$ cat src/rtl/seg_ctrl_pkg.sv
// Shared definitions for the seven-segment counter control path.
//   state_t      : key repeat controller state encoding (2-bit)
//   dir_t        : step direction held while a key is down
//   HOLD_0P5S    : 0.5 s at 25 MHz, press-to-first-repeat delay
//   REPEAT_100MS : 100 ms at 25 MHz, auto-repeat spacing
package seg_ctrl_pkg;

    typedef enum logic [1:0] {
        S_IDLE   = 2'd0,
        S_HOLD   = 2'd1,
        S_REPEAT = 2'd2,
        S_CHORD  = 2'd3
    } state_t;

    typedef enum logic {
        DIR_UP   = 1'b0,
        DIR_DOWN = 1'b1
    } dir_t;

    localparam int HOLD_0P5S    = 12500000;
    localparam int REPEAT_100MS = 2500000;

endpackage

$ cat src/rtl/repeat_timer.sv
// Loadable down-counter with a zero flag.
//   i_Clk, i_Reset : clock, asynchronous active-high reset (count -> 0)
//   i_Load         : load i_Load_Value (takes priority over enable)
//   i_Load_Value   : value to load
//   i_Enable       : decrement by one; holds at zero, never underflows
//   o_Count        : current value
//   o_Zero         : high while the count is zero
module repeat_timer #(
    parameter int WIDTH = 8
) (
    input  logic             i_Clk,
    input  logic             i_Reset,
    input  logic             i_Load,
    input  logic [WIDTH-1:0] i_Load_Value,
    input  logic             i_Enable,
    output logic [WIDTH-1:0] o_Count,
    output logic             o_Zero
);

    always_ff @(posedge i_Clk or posedge i_Reset) begin
        if (i_Reset) begin
            o_Count <= '0;
        end else if (i_Load) begin
            o_Count <= i_Load_Value;
        end else if (i_Enable && (o_Count != '0)) begin
            o_Count <= o_Count - 1'b1;
        end
    end

    assign o_Zero = (o_Count == '0);

endmodule

$ cat src/rtl/key_repeat_counter_ctrl.sv
// Button-driven up/down counter with hold-to-repeat, wrap-around at both
// ends and clear when both keys are held together.
//   i_Clk, i_Reset         : clock, asynchronous active-high reset
//   i_Key_Up, i_Key_Down   : debounced key levels, 1 = pressed
//   o_Count                : current count
//   o_Digit_Hi, o_Digit_Lo : upper / lower halves of o_Count
//   o_Step                 : one-cycle pulse after every count change
//   o_Wrap                 : with o_Step when that step wrapped
//   o_Repeating            : high while auto-repeating
//   o_State                : controller state, for observation
module key_repeat_counter_ctrl
    import seg_ctrl_pkg::*;
#(
    parameter int WIDTH         = 8,
    parameter int MAX_COUNT     = 255,
    parameter int HOLD_CYCLES   = HOLD_0P5S,
    parameter int REPEAT_CYCLES = REPEAT_100MS
) (
    input  logic               i_Clk,
    input  logic               i_Reset,
    input  logic               i_Key_Up,
    input  logic               i_Key_Down,
    output logic [WIDTH-1:0]   o_Count,
    output logic [WIDTH/2-1:0] o_Digit_Hi,
    output logic [WIDTH/2-1:0] o_Digit_Lo,
    output logic               o_Step,
    output logic               o_Wrap,
    output logic               o_Repeating,
    output logic [1:0]         o_State
);

    localparam int T_MAX = (HOLD_CYCLES > REPEAT_CYCLES) ? HOLD_CYCLES : REPEAT_CYCLES;
    localparam int TW    = (T_MAX <= 2) ? 1 : $clog2(T_MAX);

    state_t         state, next_state;
    dir_t           dir, next_dir;
    logic [WIDTH-1:0] count, next_count;
    logic           key_up_q, key_down_q;
    logic           rise_up, rise_down;
    logic           step_next, wrap_next;
    logic           timer_load, timer_en, timer_zero;
    logic [TW-1:0]  timer_load_value;
    logic [TW-1:0]  timer_count;
    logic [WIDTH-1:0] up_val, down_val, dir_val;
    logic           up_wrap, down_wrap, dir_wrap;
    logic           active_key, other_key;

    assign rise_up   = i_Key_Up & ~key_up_q;
    assign rise_down = i_Key_Down & ~key_down_q;

    assign up_wrap   = (count == WIDTH'(MAX_COUNT));
    assign up_val    = up_wrap ? '0 : count + 1'b1;
    assign down_wrap = (count == '0);
    assign down_val  = down_wrap ? WIDTH'(MAX_COUNT) : count - 1'b1;

    assign dir_val    = (dir == DIR_UP) ? up_val : down_val;
    assign dir_wrap   = (dir == DIR_UP) ? up_wrap : down_wrap;
    assign active_key = (dir == DIR_UP) ? i_Key_Up : i_Key_Down;
    assign other_key  = (dir == DIR_UP) ? i_Key_Down : i_Key_Up;

    repeat_timer #(
        .WIDTH(TW)
    ) u_timer (
        .i_Clk       (i_Clk),
        .i_Reset     (i_Reset),
        .i_Load      (timer_load),
        .i_Load_Value(timer_load_value),
        .i_Enable    (timer_en),
        .o_Count     (timer_count),
        .o_Zero      (timer_zero)
    );

    always_ff @(posedge i_Clk or posedge i_Reset) begin
        if (i_Reset) begin
            state      <= S_IDLE;
            dir        <= DIR_UP;
            count      <= '0;
            key_up_q   <= 1'b0;
            key_down_q <= 1'b0;
            o_Step     <= 1'b0;
            o_Wrap     <= 1'b0;
        end else begin
            state      <= next_state;
            dir        <= next_dir;
            count      <= next_count;
            key_up_q   <= i_Key_Up;
            key_down_q <= i_Key_Down;
            o_Step     <= step_next;
            o_Wrap     <= wrap_next;
        end
    end

    // Within a held state the checks run in order release, chord, timer so
    // that coincident events resolve with that priority.
    always_comb begin
        next_state       = state;
        next_dir         = dir;
        next_count       = count;
        step_next        = 1'b0;
        wrap_next        = 1'b0;
        timer_load       = 1'b0;
        timer_load_value = '0;
        timer_en         = 1'b0;
        unique case (state)
            S_IDLE: begin
                if (i_Key_Up && i_Key_Down) begin
                    next_count = '0;
                    step_next  = 1'b1;
                    next_state = S_CHORD;
                end else if (rise_up) begin
                    next_count       = up_val;
                    wrap_next        = up_wrap;
                    step_next        = 1'b1;
                    next_dir         = DIR_UP;
                    timer_load       = 1'b1;
                    timer_load_value = TW'(HOLD_CYCLES - 1);
                    next_state       = S_HOLD;
                end else if (rise_down) begin
                    next_count       = down_val;
                    wrap_next        = down_wrap;
                    step_next        = 1'b1;
                    next_dir         = DIR_DOWN;
                    timer_load       = 1'b1;
                    timer_load_value = TW'(HOLD_CYCLES - 1);
                    next_state       = S_HOLD;
                end
            end
            S_HOLD, S_REPEAT: begin
                if (!active_key) begin
                    next_state = S_IDLE;
                end else if (other_key) begin
                    next_count = '0;
                    step_next  = 1'b1;
                    next_state = S_CHORD;
                end else if (timer_zero) begin
                    next_count       = dir_val;
                    wrap_next        = dir_wrap;
                    step_next        = 1'b1;
                    timer_load       = 1'b1;
                    timer_load_value = TW'(REPEAT_CYCLES - 1);
                    next_state       = S_REPEAT;
                end else begin
                    timer_en = 1'b1;
                end
            end
            S_CHORD: begin
                if (!i_Key_Up && !i_Key_Down) begin
                    next_state = S_IDLE;
                end
            end
            default: next_state = S_IDLE;
        endcase
    end

    assign o_Count     = count;
    assign o_Digit_Hi  = count[WIDTH-1:WIDTH/2];
    assign o_Digit_Lo  = count[WIDTH/2-1:0];
    assign o_Repeating = (state == S_REPEAT);
    assign o_State     = state;

endmodule

$ cat config.mk
export PLATFORM = sky130hd
export DESIGN_NAME = key_repeat_counter_ctrl
export DESIGN_NICKNAME = d
export VERILOG_FILES = /design/src/rtl/seg_ctrl_pkg.sv /design/src/rtl/repeat_timer.sv /design/src/rtl/key_repeat_counter_ctrl.sv
export SDC_FILE = /design/constraint.sdc
export NUM_CORES = 1
export LEC_CHECK = 0
export ABC_AREA = 1
export ABC_CLOCK_PERIOD_IN_PS = 5800
export BUFFER_PORTS_ARGS = -buffer_cell sky130_fd_sc_hd__buf_2
export CAP_MARGIN = 10
export CORE_MARGIN = 2
export CORE_UTILIZATION = 35
export CTS_BUF_LIST = sky130_fd_sc_hd__clkbuf_2 sky130_fd_sc_hd__clkbuf_4 sky130_fd_sc_hd__clkbuf_8
export CTS_CLUSTER_DIAMETER = 120
export DETAILED_ROUTE_END_ITERATION = 8
export HOLD_SLACK_MARGIN = 0.05
export PLACE_DENSITY_LB_ADDON = 0.08
export SLEW_MARGIN = 20
export SYNTH_ARGS = -nofsm -noshare
export SYNTH_HDL_FRONTEND = slang
export SYNTH_HIERARCHICAL = 1
export SYNTH_SLANG_ARGS = --single-unit
$ cat constraint.sdc
create_clock -name i_Clk -period 5.8 [get_ports i_Clk]
set_clock_uncertainty 0.1 [all_clocks]
set_input_delay 1.45 -clock i_Clk [delete_from_list [all_inputs] [get_ports i_Clk]]
set_output_delay 1.45 -clock i_Clk [all_outputs]
set_load 0.02 [all_outputs]
After elaboration in Yosys (flattened, before gate mapping)
Cells that the tools add are included.

word-level totals
  output and inout port bits = 21
  bits in registers = 39
  logic and storage cells = 95
  input port bits = 4

cells by class
  add/subtract/negate cells = 3
  eq/ne operators = 9
  reductions and logical operators = 16
  mux-type cells = 54
  bitwise operators = 5

operator list
  cell                                                                  number
  24-bit 2-to-1 mux                                                     5
  8-bit 2-to-1 mux                                                      9
  22-bit 2-to-1 mux                                                     3
  24-bit one-hot mux with 2 select lines                                1
  24-bit logical NOT                                                    1
  1-bit 2-to-1 mux                                                      24
  24-bit nonzero test                                                   1
  24-bit by 1-bit subtractor with 24-bit output, second input constant  1
  8-bit one-hot mux with 2 select lines                                 1
  2-bit 2-to-1 mux                                                      7
  8-bit by 1-bit adder with 8-bit output, second input constant         1
  8-bit == test, second input constant                                  1
  8-bit logical NOT                                                     1
  4-bit != test, second input constant                                  2
  8-bit by 1-bit subtractor with 8-bit output, second input constant    1
  1-bit one-hot mux with 2 select lines                                 3
  2-bit one-hot mux with 3 select lines                                 1
  3-bit AND reduction                                                   2
  2-bit nonzero test                                                    3
  2-bit == test, second input constant                                  2
  2-bit != test, second input constant                                  2
  4-bit AND reduction                                                   1
  1-bit logical AND                                                     3
  3-bit != test, second input constant                                  1
  6 further kinds                                                       10

Logic depth before layout (Yosys ltp)
Gate-level depths: netlist (run 1).

  word-level depth = 8
  gate-level depth with buffers = 16

By module
Netlist (run 1), hierarchy kept.

by module, submodules not included
  module                   cells an instance  sequential area each (um2)  area each (um2)  times used
  repeat_timer             298                600.6                       1988.2           1
  key_repeat_counter_ctrl  210                375.4                       1363.8           1

Least setup slack after synthesis (run 1)
No wires, ideal clock.

  path kind = input port to flip-flop
  from = input i_Key_Up
  to = register u_timer.o_Count[4]
  path buffers = 1
  setup time = 118 ps
  stages on the path = 13
  path slack = 2250 ps
  arrival = 3332 ps
  cells stage by stage = nand2_1 inv_1 nor2_1 inv_1 nor2_1 nor2_1 nor2_1 inv_1 clkbuf_1 nor2_1 a21oi_1 nand2_2 o21ai_2

between the ends
  elaborated cells on any way between the ends = 20
  classes of those cells = mux: 16; bitwise: 1; reduce/logical: 3

RTL lines
  item                                                            line                                                            source
  from (decl)                                                     key_repeat_counter_ctrl.sv:21                                   input logic i_Key_Up,
  1-bit 2-to-1 mux / 1-bit AND (equally long branches)            key_repeat_counter_ctrl.sv:59, key_repeat_counter_ctrl.sv:48
  1-bit 2-to-1 mux (on tied branches)                             key_repeat_counter_ctrl.sv:131, key_repeat_counter_ctrl.sv:110
  1-bit 2-to-1 mux (on tied branches)                             key_repeat_counter_ctrl.sv:129, key_repeat_counter_ctrl.sv:106
  1-bit one-hot mux with 2 select lines *                         key_repeat_counter_ctrl.sv:104                                  unique case (state)
  named net timer_load                                            key_repeat_counter_ctrl.sv:41                                   logic timer_load, timer_en, timer_zero;
  24-bit 2-to-1 mux / 2-bit nonzero test (equally long branches)  -
  to (signal assigned)                                            repeat_timer.sv:24                                              o_Count <= i_Load_Value;
  to (signal assigned)                                            repeat_timer.sv:26                                              o_Count <= o_Count - 1'b1;
  to (decl)                                                       repeat_timer.sv:16                                              output logic [WIDTH-1:0] o_Count,

Mark *: on every way through the listed nets, which the timed path passes. The rest lies on a longest branch.
A chain may end at the register's enable or synchronous reset.

Worst setup path in the final report (run 1)
  from = input i_Key_Up
  to = register u_timer.o_Count[13]

Same word-level chain as after synthesis.

==> summary.txt, run 1 <==
Avg Synthesized Cell Area = 6.60 um2
Reg2reg start = u_timer/o_Count[0]
IO Count = 25
Crit path time final = 3.78 ns
Port Buf Inserts = 24
Post-Syn Area = 0.00335 mm2
Row count = 35
Number of setup violations in the final report = 0
DR pass1 iterations = 4
Share of flip-flops with an asynchronous set or reset = 1.00
Largest net degree at the start of global routing = 35
Final Hold Vio Count = 0
Tcrit/Tclk final = 0.651
Dominant cells by area after synthesis = dfrtp_1, nand2_1, nand3_1
Final Total Pwr = 2.18 mW
CP Launch Point = i_Key_Up
CP endpoint kind = flop
WL final = 8640 um
Die width = 102 um
Layout cells sized above 1 = 0.169
CP Capture Point = u_timer/o_Count[13]
Grt total ovfl = 0
First-pass GRT wire length = 14700 um
F_max = 0.265 GHz
Placed cells = 649
Slew Limit Headroom = 0.347
Yosys warning count = 6
Via count = 3173
Synth cell types = 35
Routed Antenna Nets = 0
Die H = 102 um
CP max stage cell = nand2_4
Via/cell ratio = 4.83
Fill cells = 1046
Initial core utilization = 0.361
Pwr/cell area = 598 mW/mm2
Cells after Synth = 508
Max IR drop VDD = 182 uV
Initial DRC count = 114
Required @ worst endpoint = 5.93 ns
Clock tree buffer depth = 2
Post-route cell area = 0.00365 mm2
GP Congestion = 0.837
Layout area overhead = 8.88%
Slew Limit Fails = 0
Critical path class = in -> reg
Die ar. = 0.0104 mm2
Ant. Diodes = 0
TritonCTS buffer count = 5
Tightest Hold Check Type = reg -> reg
CP max stage delay = 0.46 ns
Crit-path max FO = 34
Total GRT Usage = 0.180
DR WL/cell = 13.1 um
Clock root buffer = clkbuf_8
Crit-path cells = buf_2, nand2_1, o21ai_0, inv_1, nor2_1, nor2_1, nor2_2, buf_4, inv_1, nand2_4, nand3_1, o21ai_2
Clock-pin transition on the worst setup and hold timing paths = 0.09 ns
Status = finished, final reports clean
Initial antenna violation count = 0
Core Region = 0.00928 mm2
Flop-to-flop setup slack = 2.20 ns
Pleak = 1.86 nW
Setup bufs post-CTS = 0
Nets = 539
Final core occ = 0.393
Dpl cell area = 0.00353 mm2
H-tree levels = 2
Dpl hpwl = 6370 um
Final setup TNS = 0 ns
CP arrival = 3.90 ns
Final Non-Filler Cells = 657
Post-synth EDFFs = 0
Share of the synthesized area in the top cell type = 0.291
RR Endpoint = u_timer/o_Count[13]
RSZ-0062 raised after global routing = no
R2R depth = 15
Post-cts resize count = 0
TritonCTS clock tree = built
DRC = 0
CTS sink count = 39
Yosys reg bits = 39
Worst Tran Pin Value = 0.974 ns
Worst skew pair latency = 0.30 ns
Number of global-route vias before repair = 3082
Seq/Total Area, Yosys = 0.291
Hold Buf Count CTS = 0
Synth cell count leaders = nand2_1, nand3_1, inv_1
Most common cell in the netlist = nand2_1
Top_reg_cell synth = dfrtp_1
Startpoint types = input pin
Reported max-cap violation count = 0
Dominant cell type by area after synthesis = dfrtp_1
cells in the final DEF, fill, tap and decap left out, drive strengths merged:
master    n
conb      6
nor3      2
o21ai    36
nor3b     1
and2      1
bufinv    1
dfrtp    39
xnor2     2
nand3    63
clkbuf    6
nand2   168
xor2      8
nor2     60
mux2i     1
ha        8
a21oi    14
a22oi     1
buf      25
or2       4
inv      61
nor4b     1
nand4    15
o211ai    3
clkinv    2
sequential cells by signal (all words and copies together), names as in the netlist:
register	flops
key_down_q	1
o_Step	1
o_Wrap	1
o_State	2
u_timer/o_Count	24
o_Count	8
key_up_q	1
dir	1
logic make-up (layout without fill, tap and decap cells):
| logic type | count (synthesis) | in the layout | synth area share |
|---|---|---|---|
| adder cells (fa/ha/maj) | 8 | 8 | 0.0299 |
| other | 1 | 6 | 0.00112 |
| buffers and inverters | 80 | 95 | 0.108 |
| multiplexers | 1 | 1 | 0.00299 |
| XOR/XNOR | 10 | 10 | 0.0261 |
| AO/OA/AOI/OAI | 54 | 54 | 0.100 |
| flip-flops | 39 | 39 | 0.291 |
| AND/OR/NAND/NOR | 315 | 315 | 0.440 |
worst max-delay path, delay by kind of cell:
family	cells	cell delay [ns]
simple gates	6	1.17
buf+inv	4	1.00
compound gates	2	0.25
report_power, final:
| group | switching [mW] | leakage [nW] | internal (mW) |
|---|---|---|---|
| sequential | 0.151 | 0.497 | 0.383 |
| combinational | 0.945 | 1.30 | 0.453 |
| clock | 0.111 | 0.0612 | 0.140 |
| total | 1.21 | 1.86 | 0.975 |
worst min path at each step:
stage,from,endpoint,slack (ns),cells past startpoint
floorplan,u_timer/o_Count[0],u_timer/o_Count[0],0.35,2
global placement,u_timer/o_Count[0],u_timer/o_Count[0],0.38,2
detailed placement,u_timer/o_Count[0],u_timer/o_Count[0],0.39,2
CTS,u_timer/o_Count[0],u_timer/o_Count[0],0.41,2
global route,u_timer/o_Count[0],u_timer/o_Count[0],0.43,2
finish,u_timer/o_Count[0],u_timer/o_Count[0],0.40,2
layer usage:
metal	GRT usage	up-vias	wire, um
met5	0	-	0
met4	0.0615	0	180
met3	0.0253	15	179
met2	0.328	40	4300
met1	0.217	1466	3980
li1	-	1652	-
area by class of cell:
type,count,area [um2],share of cell area
sequential,39,976,0.267
multi-input combinational,394,2030,0.557
inverter,62,233,0.0638
clock inverter,2,35.0,0.00960
timing repair buffer,25,128,0.0350
tap,129,161,0.0442
clock buffer,6,82.6,0.0226
through the flow:
stage,setup slack (ns),hold WS [ns]
6_report,2.02,0.404
3_3_place_gp,1.82,0.375
3_5_place_dp,1.72,0.385
2_1_floorplan,2.25,0.352
5_1_grt,1.73,0.432
4_1_cts,2.03,0.405
Note: power is estimated with default switching activity, not from simulation.
==> run 2, diff against run 1 <==
ABC_CLOCK_PERIOD_IN_PS = 3250   (was 5800)
clock period = 3.25 ns   (was 5.8 ns; I/O delays follow)
==> run 2 against run 1 <==
  * First-iteration DRC count rose by 52%
  * Register-to-register slack worse by 1.8 ns
  * Critical path type is now reg -> reg
  * Clock power is 57% higher
  * Routed wire length increased by 2.1%
  * Via count fell by 0.41%
  * Global-route usage rose by 0.36 points
  * Sequential share of layout area decreased by 0.15 points
  * Flip-flop and latch count unchanged
  * Utilization up 0.23 points
  * Worst hold slack worse by 0.011 ns
==> summary.txt, run 2 (synthesis results as in run 1) <==
RSZ-0062 raised after global routing = no
TritonCTS buffer count = 5 (unchanged)
Fill cells = 1009 (-3.5%)
Startpoint types = flop
Clk pwr share = 0.102 (-0.013)
Final setup TNS = 0 ns (unchanged)
Slew Limit Fails = 0 (unchanged)
Crit-path cells = inv_1, ha_1, inv_1, nor2_1, nand4_1, nor4b_1, inv_1, nor3_2, nor2_1, nor2_2, inv_1, buf_12, or2_2, nand3_1, o21ai_2
WL final = 8820 um (+2.1%)
Clock root buffer = clkbuf_8
Slew Limit Headroom = 0.544 (+0.197)
Initial core utilization = 0.361 (unchanged)
Worst hold path startpoint = u_timer/o_Count[0]
Nets = 542 (+0.56%)
Hold Buf Count CTS = 0 (unchanged)
Initial DRC count = 173 (+52%)
Post-route cell area = 0.00367 mm2 (+0.58%)
Via/cell ratio = 4.79 (-0.86%)
Commonest non-fill, non-tap cell in the layout = nand2_1
Place WS = 0.401 ns (-1.32 ns)
CP arrival = 2.89 ns (-1.01 ns)
PnR worst setup slack = 0.448 ns (-1.57 ns)
Largest net degree at the start of global routing = 34 (-2.9%)
Total GRT Usage = 0.184 (+0.00362)
Post-cts resize count = 0 (unchanged)
Required @ worst endpoint = 3.34 ns (-2.59 ns)
CP Buf/Inv Count = 5 (+1)
Number of setup violations in the final report = 0 (unchanged)
TritonCTS clock tree = built
CP max stage cell = dfrtp_1
Die ar. = 0.0104 mm2 (unchanged)
Switching Share = 0.560 (+0.00639)
Number of global-route vias before repair = 2885 (-6.4%)
Tcrit/Tclk final = 0.862
H-tree levels = 2 (unchanged)
Worst Tran Pin Value = 0.683 ns (-0.291 ns)
First-pass GRT wire length = 15000 um (+2.0%)
GR peak layer = met2
Tightest Hold Check Type = reg -> reg
Port Buf Inserts = 24 (unchanged)
Reg2reg start = u_timer/o_Count[1]
Core Region = 0.00928 mm2 (unchanged)
Ant. Diodes = 0 (unchanged)
Most frequent cells in the layout = nand2_1, nand3_1, inv_1
R2R depth = 15 (unchanged)
GP Congestion = 0.837 (about the same)
Final Total Pwr = 3.88 mW (+78%)
DRC = 0 (unchanged)
Critical path class = reg -> reg
Largest Register = u_timer/o_Count
Hold Path Cell Cnt = 2 (unchanged)
Final Non-Filler Cells = 660 (+0.46%)
Flop-to-flop setup slack = 0.45 ns (-1.75 ns)
DR WL/cell = 13.4 um (+1.6%)
Die H = 102 um (unchanged)
CP endpoint kind = flop
Clock tree buffer depth = 2 (unchanged)
Layout cells sized above 1 = 0.173 (+0.00470)
Reported max-cap violation count = 0 (unchanged)
CTS sink count = 39 (unchanged)
Pwr/cell area = 1060 mW/mm2 (+77%)
Cell Int Power = 1.71 mW (+75%)
Via count = 3160 (-0.41%)
Max FFs per register = 24 (unchanged)
Delay-heaviest family, CP = simple AND/OR/NAND/NOR gates
Sw Pwr = 2.17 mW (+80%)
Dpl cell area = 0.00357 mm2 (+0.99%)
Grt total ovfl = 0 (unchanged)
RR Endpoint = u_timer/o_Count[13]
F_max = 0.357 GHz
Combinational power share = 0.651 (+0.011)
Clock-pin transition on the worst setup and hold timing paths = 0.09 ns (about the same)
Crit path time final = 2.80 ns
CP Launch Point = u_timer/o_Count[1]
Met1 Track Usage GR = 0.243 (+0.0266)
GR Util met3 = 0.0246 (-0.000684)
DR pass1 iterations = 4 (unchanged)
Setup bufs post-CTS = 0 (unchanged)
Worst skew pair latency = 0.30 ns (about the same)
Initial antenna violation count = 0 (unchanged)
Row count = 35 (unchanged)
CP max stage delay = 0.39 ns (-0.07 ns)
Layout area overhead = 9.52%
Crit path top cell by count = inv_1
Dpl hpwl = 6480 um (+1.8%)
Placed cells = 652 (+0.46%)
Reg power frac = 0.247 (+0.002)
Hold Path End = u_timer/o_Count[0]
Crit-path max FO = 17 (-50%)
Max IR drop VDD = 425 uV (+130%)
Final Hold Vio Count = 0 (unchanged)
Status = finished, final reports clean
Pleak = 1.88 nW (+0.97%)
Routed Antenna Nets = 0 (unchanged)
Die width = 102 um (unchanged)
IO Count = 25 (unchanged)
GR Util met2 = 0.321 (-0.00658)
==> run 2: worst max path at each step <==
stage / endpoint / slack, ns / cells after the start
final: u_timer/o_Count[13] / 0.45 / 15
after global routing: u_timer/o_Count[13] / 0.08 / 15
after CTS: u_timer/o_Count[13] / 0.41 / 15
after detailed placement: u_timer/o_Count[13] / 0.40 / 12
after global placement: u_timer/o_Count[13] / 0.45 / 15
after floorplan: u_timer/o_Count[4] / 0.26 / 16
==> run 2: worst min-delay path, delay by kind of cell, from the launching register on <==
family | cells | cell delay, ns
AND/OR/NAND/NOR | 2 | 0.11
flip-flops | 1 | 0.35
==> run 2: through the flow <==
stage / util / hold slack [ns]
after floorplan: - / 0.352
final: 0.395 / 0.394
after CTS: 0.395 / 0.397
after global routing: 0.395 / 0.447
after global placement: 0.384 / 0.366
after detailed placement: 0.384 / 0.377
==> run 2: power groups by stage <==
stage | logic, mW | registers [mW] | clock network, mW
2_1_floorplan | 2.03 | 0.962 | 0
3_3_place_gp | 2.54 | 0.968 | 0
3_5_place_dp | 2.53 | 0.969 | 0
4_1_cts | 2.54 | 0.960 | 0.412
5_1_grt | 2.87 | 1.00 | 0.432
6_report | 2.53 | 0.959 | 0.395
==> run 2: final cells by class <==
| type | count | area (um2) | share of cell area |
|---|---|---|---|
| Multi-Input combinational cell | 394 | 2030 | 0.554 |
| Sequential cell | 39 | 976 | 0.266 |
| Inverter | 62 | 233 | 0.0634 |
| Timing Repair Buffer | 28 | 163 | 0.0443 |
| Tap cell | 129 | 161 | 0.0440 |
| Clock buffer | 8 | 104 | 0.0283 |
==> run 2: layer usage <==
| layer | share of wire | routed length [um] | vias to the layer above |
|---|---|---|---|
| li1 | - | - | 1652 |
| met2 | 0.49 | 4350 | 40 |
| met3 | 0.021 | 187 | 9 |
| met1 | 0.48 | 4190 | 1459 |
| met4 | 0.010 | 90 | 0 |
| met5 | 0 | 0 | - |
==> run 3, diff against run 2 <==
BUFFER_PORTS_ARGS = -buffer_cell sky130_fd_sc_hd__clkbuf_2   (was -buffer_cell sky130_fd_sc_hd__buf_2)
==> run 3 against run 2 <==
  * Critical path depth is the same
  * Highest routed layer unchanged
  * Sequential share of layout area fell by 0.21 points
  * Utilization grew 0.31 points
  * First-iteration DRC count is 21% lower
  * Sequential power is essentially flat
  * Worst setup slack worse by 0.023 ns
  * Worst hold slack better by 0.0051 ns
  * Die area unchanged
  * Cell count grew 0.30%
  * Critical endpoint is now u_timer/o_Count[16]
  * Register-to-register slack got worse by 0.02 ns
  * Final area rose by 0.78%
  * Largest cell class unchanged
  * Fmax decreased by 0.83%
==> summary.txt, run 3 (synthesis results as in run 1) <==
Status = finished, final reports clean
Die width = 102 um (unchanged)
Port Buf Inserts = 24 (unchanged)
RSZ-0062 raised after global routing = no
Post-cts resize count = 0 (unchanged)
Final core occ = 0.399 (+0.00310)
DR pass1 iterations = 4 (unchanged)
Pwr/cell area = 1070 mW/mm2 (+0.79%)
Post-route cell area = 0.00370 mm2 (+0.78%)
GP Congestion = 0.836 (-0.17%)
Final setup TNS = 0 ns (unchanged)
Register area = 976 um2 (unchanged)
Number of setup violations in the final report = 0 (unchanged)
Commonest non-fill, non-tap cell in the layout = nand2_1
CP endpoint kind = flop
Final Non-Filler Cells = 662 (+0.30%)
Max FFs per register = 24 (unchanged)
Core Region = 0.00928 mm2 (unchanged)
Max IR drop VDD = 360 uV (-15%)
F_max = 0.354 GHz (-0.83%)
Ant. Diodes = 0 (unchanged)
Routed Antenna Nets = 0 (unchanged)
CP arrival = 2.90 ns (about the same)
Row count = 35 (unchanged)
Initial core utilization = 0.361 (unchanged)
Pleak = 1.89 nW (+0.60%)
Slew Limit Headroom = 0.535 (-0.00929)
Crit-path max FO = 8 (-9)
Hold Buf Count CTS = 0 (unchanged)
IO Count = 25 (unchanged)
Dpl cell area = 0.00357 mm2 (about the same)
Via/cell ratio = 4.87 (+1.7%)
Crit path time final = 2.83 ns (+0.0234 ns)
DRC = 0 (unchanged)
Via count = 3225 (+2.1%)
Slew Limit Fails = 0 (unchanged)
TritonCTS clock tree = built
TritonCTS buffer count = 5 (unchanged)
Required @ worst endpoint = 3.33 ns (about the same)
First-pass GRT wire length = 15400 um (+2.8%)
Layout cells sized above 1 = 0.178 (+0.00498)
Final Hold Vio Count = 0 (unchanged)
Initial DRC count = 137 (-21%)
Setup bufs post-CTS = 0 (unchanged)
Nets = 544 (+0.37%)
Layout area overhead = 10.4%
Tcrit/Tclk final = 0.869 (+0.00721)
Worst Tran Pin Value = 0.697 ns (+0.0139 ns)
WL final = 8900 um (+0.93%)
Area taken by multi-input logic gates = 0.00205 mm2 (+0.61%)
Largest Register = u_timer/o_Count
Tightest Hold Check Type = reg -> reg
Die ar. = 0.0104 mm2 (unchanged)
Most frequent cells in the layout = nand2_1, nand3_1, inv_1
PnR worst setup slack = 0.425 ns (-0.0234 ns)
Clock tree buffer depth = 2 (unchanged)
Die H = 102 um (unchanged)
DR WL/cell = 13.4 um (+0.62%)
Grt total ovfl = 0 (unchanged)
Placed cells = 654 (+0.31%)
Startpoint types = flop
H-tree levels = 2 (unchanged)
Clock root buffer = clkbuf_8
Reported max-cap violation count = 0 (unchanged)
CTS sink count = 39 (unchanged)
Dpl hpwl = 6480 um (about the same)
Place WS = 0.389 ns (-0.0125 ns)
Largest net degree at the start of global routing = 34 (unchanged)
Initial antenna violation count = 0 (unchanged)
Clock-pin transition on the worst setup and hold timing paths = 0.09 ns (about the same)
Total GRT Usage = 0.188 (+0.00400)
Number of global-route vias before repair = 3195 (+11%)
Fill cells = 1022 (+1.3%)
Critical path class = reg -> reg
Worst skew pair latency = 0.30 ns (about the same)
[run 3: metal layers]
metal | GRT usage | wire [um] | share of wire | vias up
met2 | 0.349 | 4530 | 0.51 | 41
met4 | 0.0400 | 66 | 0.0074 | 0
met3 | 0.0267 | 182 | 0.020 | 7
li1 | - | - | - | 1659
met5 | 0 | 0 | 0 | -
met1 | 0.230 | 4120 | 0.46 | 1518
[run 3: worst paths after layout]
path / start / end / slack, ns / cells past startpoint
setup / recovery: u_timer/o_Count[1] / u_timer/o_Count[16] / 0.42 / 15
hold / removal: u_timer/o_Count[0] / u_timer/o_Count[0] / 0.40 / 2
setup reg to reg: u_timer/o_Count[1] / u_timer/o_Count[16] / 0.42 / 15
hold reg to reg: u_timer/o_Count[0] / u_timer/o_Count[0] / 0.40 / 2
max in group asynchronous: i_Reset / o_Count[4] / 2.11 / 2
min in group asynchronous: i_Reset / u_timer/o_Count[9] / 0.45 / 3
[run 3: area by class of cell]
| cell class | instances | share of cell area |
|---|---|---|
| clock buffers | 6 | 0.0223 |
| clock inverters | 2 | 0.00947 |
| inverters | 62 | 0.0629 |
| multi-input cells | 394 | 0.553 |
| flip-flops and latches | 39 | 0.264 |
| well taps | 129 | 0.0436 |
| repair buffers | 30 | 0.0446 |
[run 3: worst max-delay path, cell delays in order (launching register included)]
cell and delay [ns]:
dfrtp_1 0.39, inv_1 0.11, ha_1 0.16, inv_1 0.04, nor2_1 0.11, nand4_1 0.13
nor4b_2 0.24, inv_1 0.13, nor3_4 0.29, nor2_1 0.09, nor2_2 0.10, inv_1 0.17
buf_4 0.21, or2_2 0.27, nand3_1 0.10, o21ai_2 0.06
[run 3: stage by stage]
stage / power [mW] / hold slack [ns]
3_3_place_gp: 3.51 / 0.367
3_5_place_dp: 3.50 / 0.380
2_1_floorplan: 2.99 / 0.352
6_report: 3.94 / 0.399
4_1_cts: 3.97 / 0.400
5_1_grt: 4.39 / 0.454
[run 3: report_power, final]
part           internal, mW  total, mW  switching, mW
Clock                 0.249      0.444          0.195
Combinational         0.822       2.54           1.71
Sequential            0.683      0.962          0.279
